<file path="src/rtl/sync_fifo_flags.sv">
// Single-clock first-word-fall-through FIFO with fill count, programmable
// almost-full/almost-empty thresholds, synchronous flush and sticky error flags.
module sync_fifo_flags #(
   parameter int DWIDTH   = 8,
   parameter int AWIDTH   = 3,
   parameter int AF_LEVEL = 6,
   parameter int AE_LEVEL = 1
) (
   input  logic              clk,
   input  logic              rst,
   input  logic              flush,
   input  logic              wr,
   input  logic [DWIDTH-1:0] wdata,
   input  logic              rd,
   output logic [DWIDTH-1:0] rdata,
   output logic              full,
   output logic              empty,
   output logic              almost_full,
   output logic              almost_empty,
   output logic [AWIDTH:0]   count,
   output logic              overflow,
   output logic              underflow,
   input  logic              clr_err
);

   localparam int DEPTH = 2 ** AWIDTH;
   localparam logic [AWIDTH:0] DEPTH_C = DEPTH[AWIDTH:0];
   localparam logic [AWIDTH:0] AF_C    = AF_LEVEL[AWIDTH:0];
   localparam logic [AWIDTH:0] AE_C    = AE_LEVEL[AWIDTH:0];

   logic [DWIDTH-1:0] mem [DEPTH];
   logic [AWIDTH-1:0] wptr;
   logic [AWIDTH-1:0] rptr;
   logic              wr_ok;
   logic              rd_ok;

   // Flags decode from the registered count only, so they never glitch on inputs.
   assign full         = (count == DEPTH_C);
   assign empty        = (count == '0);
   assign almost_full  = (count >= AF_C);
   assign almost_empty = (count <= AE_C);

   // Flush suppresses both transfers; a full FIFO drops the write, an empty one the read.
   assign wr_ok = wr & ~full  & ~flush;
   assign rd_ok = rd & ~empty & ~flush;

   assign rdata = mem[rptr];

   // NOTE: storage has no reset so it maps onto plain RAM; rdata is don't-care while empty.
   always_ff @(posedge clk) begin
      if (wr_ok) mem[wptr] <= wdata;
   end

   // NOTE: non-blocking assignments keep every register updating from pre-edge values.
   always_ff @(posedge clk or posedge rst) begin
      if (rst) begin
         wptr  <= '0;
         rptr  <= '0;
         count <= '0;
      end else if (flush) begin
         wptr  <= '0;
         rptr  <= '0;
         count <= '0;
      end else begin
         if (wr_ok) wptr <= wptr + 1'b1;
         if (rd_ok) rptr <= rptr + 1'b1;
         case ({wr_ok, rd_ok})
            2'b10:   count <= count + 1'b1;
            2'b01:   count <= count - 1'b1;
            default: count <= count;
         endcase
      end
   end

   // Sticky errors: a new error in the same cycle as clr_err wins over the clear.
   always_ff @(posedge clk or posedge rst) begin
      if (rst) begin
         overflow  <= 1'b0;
         underflow <= 1'b0;
      end else begin
         if (wr & full & ~flush)  overflow <= 1'b1;
         else if (clr_err)        overflow <= 1'b0;
         if (rd & empty & ~flush) underflow <= 1'b1;
         else if (clr_err)        underflow <= 1'b0;
      end
   end

endmodule
</file>
<file path="config.mk">
export PLATFORM = sky130hd
export DESIGN_NAME = sync_fifo_flags
export DESIGN_NICKNAME = d
export VERILOG_FILES = /design/src/rtl/sync_fifo_flags.sv
export SDC_FILE = /design/constraint.sdc
export NUM_CORES = 1
export LEC_CHECK = 0
export CORE_AREA = 2 2 80 82
export CTS_BUF_LIST = sky130_fd_sc_hd__clkbuf_2 sky130_fd_sc_hd__clkbuf_4 sky130_fd_sc_hd__clkbuf_8
export CTS_CLUSTER_DIAMETER = 200
export DETAILED_ROUTE_END_ITERATION = 10
export DIE_AREA = 0 0 82 84
export PLACE_DENSITY = 0.75
export SLEW_MARGIN = 20
export SYNTH_ARGS = -nofsm -noshare
export SYNTH_HDL_FRONTEND = slang
export SYNTH_SLANG_ARGS = --single-unit
</file>
<file path="constraint.sdc">
create_clock -name clk -period 5.7 [get_ports clk]
set_input_delay 0.57 -clock clk [delete_from_list [all_inputs] [get_ports clk]]
set_output_delay 0.57 -clock clk [all_outputs]
set_load 0.03 [all_outputs]
</file>
==> flow_summary.ini <==
[logic_synthesis]
synth_simple_gate_area_share_pct = 7.021
synth.distinct_cells = 35
syn-mean-instance-area_um2 = 17.07
synth_compound_area_share_pct = 3.336
synthCells = 189
synthMuxAreaShare_pct = 14.27
ys_seq_area_share_pct = 68.89
synth.net_count = 210
synthAdderAreaFrac_pct = 2.715
synthXorXnorAreaFrac_pct = 1.358
ys_warn_count = 0
syn_area_um2 = 3226
synth_top_family_by_area = multiplexers
ys_ff_latch = 76

[floorplanning]
ios = 32
die_area_um2 = 6888
coreArea_um2 = 6096
rows = 29
die_h_um = 84
start_util_pct = 52.91
die_x_um = 82

[power_and_ir_drop]
p_per_area_nw_per_um2 = 419.5
intPower_mw = 1.110
p_clk_share_pct = 27.3
switching_share_pct = 30.72
seqPwrFrac_pct = 43.9
power_switching_mw = 0.4921
total_power_mw = 1.602
irDropWorstVdd_mv = 0.2625
combPwrFrac_pct = 28.8
p_leak_nw = 1.312

[sta]
worst_pin_slew_ns = 0.9448
min_period_ns = 3.113
relSlewSlack_pct = 36.78
finalCritPeriodShare_pct = 54.61
report.final.slew_viol_count = 0
clock.fmax_ghz = 0.3213
timing.setup.tns_ns = 0
hold-worst-slack_ns = 0.5235
grt_setup_unrepaired = false
skew_ns = 0.009848
setup_viol_count_final = 0
hold_viol = 0

[placement]
post_dp_cell_area_um2 = 3602
numPortBuffers = 31
place.gp.congestion = 0.7457
dp_hpwl_um = 3703

[clock_network]
postCtsHoldBufs = 0
root_buffer = clkbuf_8
ctsHtreeMaxLevel = 3
cts_sinks = 76
postCtsResizedCells = 0
clk_pin_slew_ns = 0.08
clkLatencyLatePin_ns = 0.34
clockBufferDepth = 2
post-cts-setup-buffer-count = 0
numCtsBuffers = 9
cts_tree = done

[global_route]
overflow = 0
grt_max_degree = 19
antenna_found_initial = 0
grt_pass1_wl_um = 9418
track_usage_pct = 19.53
grt_pass1_vias = 1709

[routing]
ant_nets = 0
viasPerCell = 5.461
route.detailed.drc = 0
first_iter_violations = 98
drtPass1Iterations = 4
routedWlPerCell_um = 18.81
drt_wl_total_um = 5755
vias = 1671

[worst_setup_path]
critPathSlowestCell = dfrtp_2
cp-end-kind = primary output
startpoint_type = flop
crit_fanout = 18
critPathKind = flop to primary output
crit_path_cell_trace = mux4_2 > mux2_2 > clkdlybuf4s50_1
cp_slowest_stage_delay_ns = 0.75
critPathRequiredTime_ns = 5.13
arrival_ns = 2.54

[finish]
fin_util_pct = 62.64
final_area_um2 = 3819
multi_input_area_um2 = 925.9
final_nets = 245
antenna_cells = 0
syn_to_final_growth_pct = 18.39
fill_cells = 452
seq_area_um2 = 2223
layout-drive-gt1-share_pct = 20.09
layout_common_cells = edfxtp_1, clkdlybuf4s50_1, mux4_2, nor2_1, dfrtp_1
final_common_cell = edfxtp_1

[outcome]
status = complete, no violations

[worst_hold_path]
hp-class = primary input to asynchronous set/reset pin

[run]
cap_violations = 0
## cells in the mapped netlist
| cell type | n | area share, % |
|---|---|---|
| clkbuf_1 | 3 | 0.35 |
| nor4b_1 | 1 | 0.27 |
| nor3_1 | 4 | 0.62 |
| xor2_1 | 4 | 1.1 |
| edfxtp_1 | 64 | 60 |
| nand2_1 | 10 | 1.2 |
| or3b_1 | 1 | 0.27 |
| or4_1 | 1 | 0.23 |
| a21o_1 | 2 | 0.47 |
| o21ai_0 | 1 | 0.16 |
| a21oi_2 | 1 | 0.27 |
| o2bb2ai_1 | 1 | 0.27 |
| o32ai_1 | 1 | 0.27 |
| a31oi_1 | 2 | 0.39 |
| dfrtp_1 | 12 | 9.3 |
| inv_1 | 7 | 0.81 |
| mux2i_1 | 1 | 0.31 |
| inv_4 | 1 | 0.19 |
| ha_1 | 7 | 2.7 |
| mux2_2 | 8 | 2.8 |
| xnor2_1 | 1 | 0.27 |
| o31ai_1 | 1 | 0.23 |
| buf_2 | 3 | 0.47 |
| buf_6 | 1 | 0.35 |
| buf_1 | 2 | 0.23 |
| nand3_1 | 6 | 0.93 |
| nor4bb_1 | 1 | 0.31 |
| nor2_1 | 12 | 1.4 |
| a211oi_4 | 1 | 0.62 |
| nand2b_1 | 5 | 0.97 |
| o22ai_1 | 1 | 0.19 |
| nand3b_1 | 2 | 0.47 |
| mux4_2 | 16 | 11 |
| a21oi_1 | 3 | 0.47 |
| or3_1 | 2 | 0.39 |
## area by class of cell
class / count / area share, %
flip-flops and latches: 76 / 58.22
multi-input cells: 96 / 24.25
repair buffers: 33 / 8.519
clock buffers: 9 / 3.244
well taps: 77 / 2.523
clock inverters: 7 / 2.392
inverters: 8 / 0.8519
## layer usage
layer	wire length [um]	vias to the layer above	GRT usage (%)
li1	-	804	-
met1	2582	815	28.44
met2	2807	48	28.53
met3	324	4	4.870
met4	41	0	7.273
met5	0	-	0
## power by group through the flow
stage	clock network (mW)	logic (mW)	registers [mW]
after floorplan	0	0.355	0.689
after global placement	0	0.460	0.714
after detailed placement	0	0.466	0.719
after CTS	0.445	0.468	0.705
after global routing	0.470	0.501	0.716
final	0.438	0.461	0.702
## metrics by stage
stage          instances  worst slack, ns
2_1_floorplan        189            3.089
3_3_place_gp         290            2.565
3_5_place_dp         290            2.546
4_1_cts              306            2.169
5_1_grt              306            2.419
6_report             306            2.587
## registers in the layout, summed over array words and instances, names as in the netlist
name / flops
count: 4
overflow: 1
wptr: 3
rptr: 3
underflow: 1
mem: 64
## critical path: cells and delay by family, from the launching register on
family | cells | cell delay (ns)
DFF | 1 | 0.75
buffers and inverters | 1 | 0.60
muxes | 2 | 0.85
## worst paths after layout
check,cells after the start,slack [ns],from,endpoint
worst max-delay path,3,2.59,rptr[0],rdata[5]
worst min-delay path,2,0.52,rst,rptr[2]
worst max register to register,6,2.94,count[0],mem[2][0]
worst min register to register,2,0.54,overflow,overflow
max in group asynchronous,2,4.84,rst,rptr[0]
min in group clk,2,0.54,overflow,overflow
## cell families (layout without fill, tap and decap cells)
group	Yosys count	count (layout)
flip-flops	76	76
AND/OR/NAND/NOR	45	45
buffers and inverters	17	57
XOR/XNOR	5	5
multiplexers	25	25
adder cells (fa/ha/maj)	7	7
AO/OA/AOI/OAI	14	14
Power figures use the tool's default switching activity.
